`src/rtl/counter_sched_pkg.sv`:
```
// Shared types and constants for the counter sequencer/arbiter.
//   state_t     : FSM encoding (IDLE, LOAD, RUN)
//   CW_DEFAULT  : default width of the shared loadable counter
//   CNT_MAX     : all-ones terminal value of a default-width counter
//   idx_width() : bits needed to index n requesters (never less than 1)
package counter_sched_pkg;

    typedef enum logic [1:0] {
        IDLE = 2'd0,
        LOAD = 2'd1,
        RUN  = 2'd2
    } state_t;

    localparam int CW_DEFAULT = 4;
    localparam logic [CW_DEFAULT-1:0] CNT_MAX = '1;

    function automatic int idx_width(input int n);
        return (n > 1) ? $clog2(n) : 1;
    endfunction

endpackage

```
`src/rtl/rr_arbiter.sv`:
```
// Combinational round-robin picker.
// The search starts at (last_owner + 1) mod NREQ and wraps, so the most
// recent owner gets the lowest priority.
//   req        : per-requester request vector
//   last_owner : index of the most recent owner
//   win_onehot : one-hot winner, all zero when req is zero
//   win_idx    : index of the winner, zero when req is zero
module rr_arbiter
    import counter_sched_pkg::*;
#(
    parameter  int NREQ = 2,
    localparam int IW   = idx_width(NREQ)
) (
    input  logic [NREQ-1:0] req,
    input  logic [IW-1:0]   last_owner,
    output logic [NREQ-1:0] win_onehot,
    output logic [IW-1:0]   win_idx
);

    always_comb begin
        int          cand;
        logic [IW-1:0] cidx;
        logic        found;
        // NOTE: every variable written in this block gets a default before
        // any conditional assignment, so no path can leave one unassigned
        // and infer a latch.
        win_onehot = '0;
        win_idx    = '0;
        cand       = 0;
        cidx       = '0;
        found      = 1'b0;
        for (int i = 1; i <= NREQ; i++) begin
            cand = (int'(last_owner) + i) % NREQ;
            cidx = IW'(cand);
            if (!found && req[cidx]) begin
                found            = 1'b1;
                win_onehot[cidx] = 1'b1;
                win_idx          = cidx;
            end
        end
    end

endmodule

```
`src/rtl/counter_sched.sv`:
```
// Sequencer/arbiter sharing one free-running loadable counter among NREQ
// requesters. A winner is chosen round-robin in IDLE, the counter is preloaded
// with ~dur so that it reaches all-ones after dur+1 RUN cycles, and a done
// pulse is given in that terminal cycle. Outside a timed window the counter
// is held (parked) at zero.
//   clk, reset    : rising-edge clock, synchronous active-high reset
//   req           : per-requester level request, held until done/abandon
//   dur           : per-requester duration, slice i = dur[i*CW +: CW]
//   gnt           : one-hot grant to the current owner
//   done          : one-cycle completion pulse to the owner
//   busy          : high whenever the FSM is not IDLE
//   cnt_load      : load strobe to the shared counter
//   cnt_load_data : load value to the shared counter
//   cnt_value     : current count from the shared counter
module counter_sched
    import counter_sched_pkg::*;
#(
    parameter int NREQ = 2,
    parameter int CW   = CW_DEFAULT
) (
    input  logic               clk,
    input  logic               reset,
    input  logic [NREQ-1:0]    req,
    input  logic [NREQ*CW-1:0] dur,
    output logic [NREQ-1:0]    gnt,
    output logic [NREQ-1:0]    done,
    output logic               busy,
    output logic               cnt_load,
    output logic [CW-1:0]      cnt_load_data,
    input  logic [CW-1:0]      cnt_value
);

    localparam int            IW      = idx_width(NREQ);
    localparam logic [CW-1:0] CNT_ALL = '1;

    state_t          state_q, state_d;
    logic [IW-1:0]   owner_q, owner_d;
    logic [IW-1:0]   last_q,  last_d;
    logic [CW-1:0]   dur_q,   dur_d;
    logic [NREQ-1:0] win_onehot;
    logic [IW-1:0]   win_idx;
    logic [CW-1:0]   dur_arr [NREQ];

    for (genvar i = 0; i < NREQ; i++) begin : g_dur
        assign dur_arr[i] = dur[i*CW +: CW];
    end

    rr_arbiter #(.NREQ(NREQ)) u_arb (
        .req        (req),
        .last_owner (last_q),
        .win_onehot (win_onehot),
        .win_idx    (win_idx)
    );

    // Reset leaves last_q at NREQ-1 so requester 0 is searched first.
    always_ff @(posedge clk) begin
        // NOTE: state registers use non-blocking assignments so every flop
        // samples the pre-edge values regardless of statement order.
        if (reset) begin
            state_q <= IDLE;
            owner_q <= '0;
            dur_q   <= '0;
            last_q  <= IW'(NREQ - 1);
        end else begin
            state_q <= state_d;
            owner_q <= owner_d;
            dur_q   <= dur_d;
            last_q  <= last_d;
        end
    end

    always_comb begin
        state_d       = state_q;
        owner_d       = owner_q;
        dur_d         = dur_q;
        last_d        = last_q;
        gnt           = '0;
        done          = '0;
        busy          = 1'b0;
        cnt_load      = 1'b1;   // parked at zero unless timing
        cnt_load_data = '0;

        unique case (state_q)
            IDLE: begin
                if (|win_onehot) begin
                    owner_d = win_idx;
                    dur_d   = dur_arr[win_idx];
                    state_d = LOAD;
                end
            end

            LOAD: begin
                gnt[owner_q] = 1'b1;
                busy         = 1'b1;
                if (!req[owner_q]) begin
                    last_d  = owner_q;
                    state_d = IDLE;
                end else begin
                    cnt_load_data = ~dur_q;
                    state_d       = RUN;
                end
            end

            RUN: begin
                gnt[owner_q] = 1'b1;
                busy         = 1'b1;
                cnt_load     = 1'b0;
                // Completion wins over a same-cycle drop of req so that done
                // never depends combinationally on req.
                if (cnt_value == CNT_ALL) begin
                    done[owner_q] = 1'b1;
                    cnt_load      = 1'b1;
                    last_d        = owner_q;
                    state_d       = IDLE;
                end else if (!req[owner_q]) begin
                    cnt_load = 1'b1;
                    last_d   = owner_q;
                    state_d  = IDLE;
                end
            end

            default: state_d = IDLE;
        endcase

        // While reset is asserted the outputs already show the IDLE values,
        // before the first edge has cleared the state register.
        if (reset) begin
            gnt           = '0;
            done          = '0;
            busy          = 1'b0;
            cnt_load      = 1'b1;
            cnt_load_data = '0;
        end
    end

endmodule
```
`config.mk`:
```
export PLATFORM = sky130hd
export DESIGN_NAME = counter_sched
export DESIGN_NICKNAME = d
export VERILOG_FILES = /design/src/rtl/counter_sched_pkg.sv /design/src/rtl/rr_arbiter.sv /design/src/rtl/counter_sched.sv
export SDC_FILE = /design/constraint.sdc
export NUM_CORES = 1
export LEC_CHECK = 0
export CAP_MARGIN = 20
export CORE_MARGIN = 5
export CORE_UTILIZATION = 30
export DETAILED_ROUTE_END_ITERATION = 12
export PLACE_DENSITY = 0.63
export SYNTH_ARGS = -nofsm -noshare
export SYNTH_HDL_FRONTEND = slang
export SYNTH_SLANG_ARGS = --single-unit
```
`constraint.sdc`:
```
create_clock -name clk -period 1.5 [get_ports clk]
set_input_delay 0.225 -clock clk [delete_from_list [all_inputs] [get_ports clk]]
set_output_delay 0.225 -clock clk [all_outputs]
set_load 0.02 [all_outputs]
```
==> results.rst <==
.. list-table::
   :header-rows: 1

   * - Metric
     - Value
   * - Run status
     - complete, but fails checks
   * - Violations in the final reports
     - negative setup slack
   * - Sum of internal, switching and leakage power
     - 0.735 mW
   * - Clock root buffer
     - clkbuf_4
   * - TritonCTS clock tree
     - yes
   * - Share of the cycle needed by the critical path after routing
     - 1.08
   * - Arrival time at the worst endpoint
     - 1400 ps
   * - Register clock-pin slew on the reported worst setup and hold paths
     - 50 ps
   * - H-tree depth
     - 1
   * - Starting density of the core
     - 0.308
   * - Post-Route M1 WL
     - 631 um
   * - Total global routing track utilization
     - 0.137
   * - Placement-stage cell area
     - 907 um^2
   * - Data required time at the worst endpoint
     - 1270 ps
   * - Via count normalized by instance count
     - 5.18
   * - Type of the tightest min-delay check
     - flip-flop to flip-flop
   * - Met3 WL post-DR
     - 102 um
   * - Unrepaired setup endpoints after global routing
     - yes
   * - Netlist Area Pre-Place
     - 514 um^2
   * - WL final
     - 1640 um
   * - Area of the core region
     - 1670 um^2
   * - Antenna fix cells
     - 0
   * - Post-Syn Instances
     - 60
   * - Io pins
     - 26
   * - Maximum net fanout on the critical path
     - 3
   * - Antenna violations before repair
     - 0
   * - Nets in the synthesized netlist
     - 79
   * - Highest achievable clock rate
     - 617 MHz
   * - Final-report setup violation count
     - 7
   * - Summed area of non-filler cells in the final layout
     - 1050 um^2
   * - Total number of clock tree sinks
     - 8
   * - Max Slew Vio Count
     - 0
   * - Worst setup slack before clock tree synthesis
     - -545 ps
   * - Final #Nets
     - 128
   * - Worst Clk Skew
     - 6.65 ps
   * - Remaining global-route overflow
     - 0
   * - Initial DRC Count
     - 12
   * - Via count
     - 642
   * - Number of standard-cell rows in the floorplan
     - 15
   * - Crit path setup slack, layout
     - -121 ps
   * - Static leakage power
     - 0.456 nW
   * - Largest net degree at the start of global routing
     - 10
   * - Number of buffers inserted during clock tree synthesis
     - 3
   * - Count of filler cells inserted in the layout
     - 154
   * - DRC Markers
     - 0
   * - Die Wd
     - 51.4 um
   * - Commonest non-fill, non-tap cell in the layout
     - buf_4
   * - Final critical path time including I/O delays and setup
     - 1620 ps
   * - Transition time at the pin with the least slew margin
     - 271 ps
   * - Commonest cells after routing, fill and taps aside
     - buf_4, clkdlybuf4s50_1, buf_6
   * - Dpl hpwl
     - 1230 um
   * - Flip-flop and latch count after synthesis
     - 8
   * - Worst-skew pair later-pin latency
     - 260 ps
   * - Element type at the critical path end
     - output pin
   * - Wire length per cell after detailed routing
     - 13.3 um
   * - Area share of the largest cell type after synthesis
     - 0.311
   * - Critical path launch point type
     - flip-flop
   * - Port-buffer cells
     - 25
   * - Remaining antenna violation count
     - 0
   * - Total Die Area
     - 2640 um^2
   * - Hold slack final
     - 513 ps
   * - Uppermost signal routing layer after detailed routing
     - met4
   * - Bufs on Longest Clock Path
     - 2
   * - VDD IR-drop max
     - 0.000549 V
   * - Leading cell types by total area after synthesis
     - dfxtp_1, mux2i_1, ha_1
   * - Layout cells sized above 1
     - 0.505
   * - Type of the setup path with the least slack
     - flip-flop to output pin
   * - Library cell occupying the most area in the post-synthesis netlist
     - dfxtp_1
   * - Via count of the first global-routing pass
     - 609
   * - Tightest slew margin relative to the limit
     - 0.819
   * - Register area share after synthesis
     - 0.311
   * - Pwr dens
     - 703 nW/um^2
   * - Final number of hold-violating endpoints
     - 0
   * - Total met2 wirelength after detailed routing
     - 883 um
   * - Count of maximum capacitance violations
     - 0
   * - Weighted congestion at the end of routability-driven global placement
     - 0.758
   * - First-pass iteration count of the detailed router
     - 4
   * - Die Y-Extent
     - 51.4 um
   * - First-pass GRT wire length
     - 2660 um
   * - Synthesis-to-layout area growth
     - 103%
   * - Number of warnings issued by yosys
     - 0
   * - Placed insts
     - 116
   * - Number of library cell types mapped by synthesis
     - 29
   * - Mapped Avg Cell Area
     - 8.57 um^2
   * - Number of standard cells in the final layout excluding fillers
     - 124
metrics by stage:
step	util	TNS [ps]
floorplan	-	0
global placement	0.543	-5240
detailed placement	0.543	-5400
CTS	0.616	-486
global route	0.626	-1040
finish	0.626	-510
area by class of cell:
class | instances | area, um^2 | area share
Multi-Input combinational cell | 46 | 412 | 0.394
Clock buffer | 3 | 22.5 | 0.0215
Sequential cell | 8 | 164 | 0.157
Timing Repair Buffer | 46 | 409 | 0.391
Tap cell | 17 | 21.3 | 0.0203
Inverter | 4 | 17.5 | 0.0167
what timing repair did:
item | 4_1_cts | 5_1_grt
buffers inserted | 5 | 0
pin swaps | 6 | 1
setup endpoints to repair | 10 | 11
hold buffers | 0 | 0
resized for setup | 83 | 5
cells by family after synthesis:
group / after synthesis / share of synthesized area
multiplexers: 5 / 0.0998
AO/OA/AOI/OAI: 13 / 0.209
adder cells (fa/ha/maj): 3 / 0.0730
AND/OR/NAND/NOR: 25 / 0.260
flip-flops: 8 / 0.311
buffers and inverters: 6 / 0.0462
report_power, final:
group          leakage [nW]  internal [mW]  switching, mW  total [mW]
sequential           0.0673          0.242         0.0236       0.265
combinational         0.375          0.176          0.130       0.306
clock                0.0138         0.0915         0.0730       0.165
sequential cells by signal, summed over array words and instances (netlist names):
signal,count
owner_q,1
last_q,1
dur_q,4
state_q,2
worst paths after layout:
path | startpoint | to | slack [ps] | cells after the start
max | owner_q$_SDFFE_PP0P_ | cnt_load_data[3] | -120 | 5
min | state_q[0]$_SDFFE_PP0P_ | state_q[0]$_SDFFE_PP0P_ | 510 | 2
max reg2reg | state_q[1]$_SDFFE_PP0P_ | state_q[1]$_SDFFE_PP0P_ | 30 | 5
min reg2reg | state_q[0]$_SDFFE_PP0P_ | state_q[0]$_SDFFE_PP0P_ | 510 | 2
routing by layer:
metal | GRT usage | vias to the layer above
met2 | 0.231 | 20
met4 | 0.0393 | 0
li1 | - | 313
met5 | 0 | -
met3 | 0.0525 | 7
met1 | 0.160 | 302
synth_stat cells:
master	count
a211oi_1	4
o21a_1	1
nor3_1	1
nand2b_1	2
buf_2	1
nand3_1	1
clkbuf_1	1
and2_1	1
mux2i_1	4
a21oi_1	1
nor3b_1	1
a22oi_1	2
a31o_2	1
ha_1	3
or4_2	1
and4_1	1
inv_1	4
nor2_1	10
nand4b_1	1
dfxtp_1	8
o21ai_0	1
nand2_1	2
a311oi_1	1
nand3b_1	1
nand4_1	1
nor2b_1	2
mux2_2	1
o221ai_1	1
a21boi_4	1
worst max-delay path, cell delays in order (launching register included):
cell	delay, ps
dfxtp_2	340
mux2_4	320
nand3b_1	180
buf_6	150
nor2_4	30
buf_6	120
(Power assumes the default switching activity.)
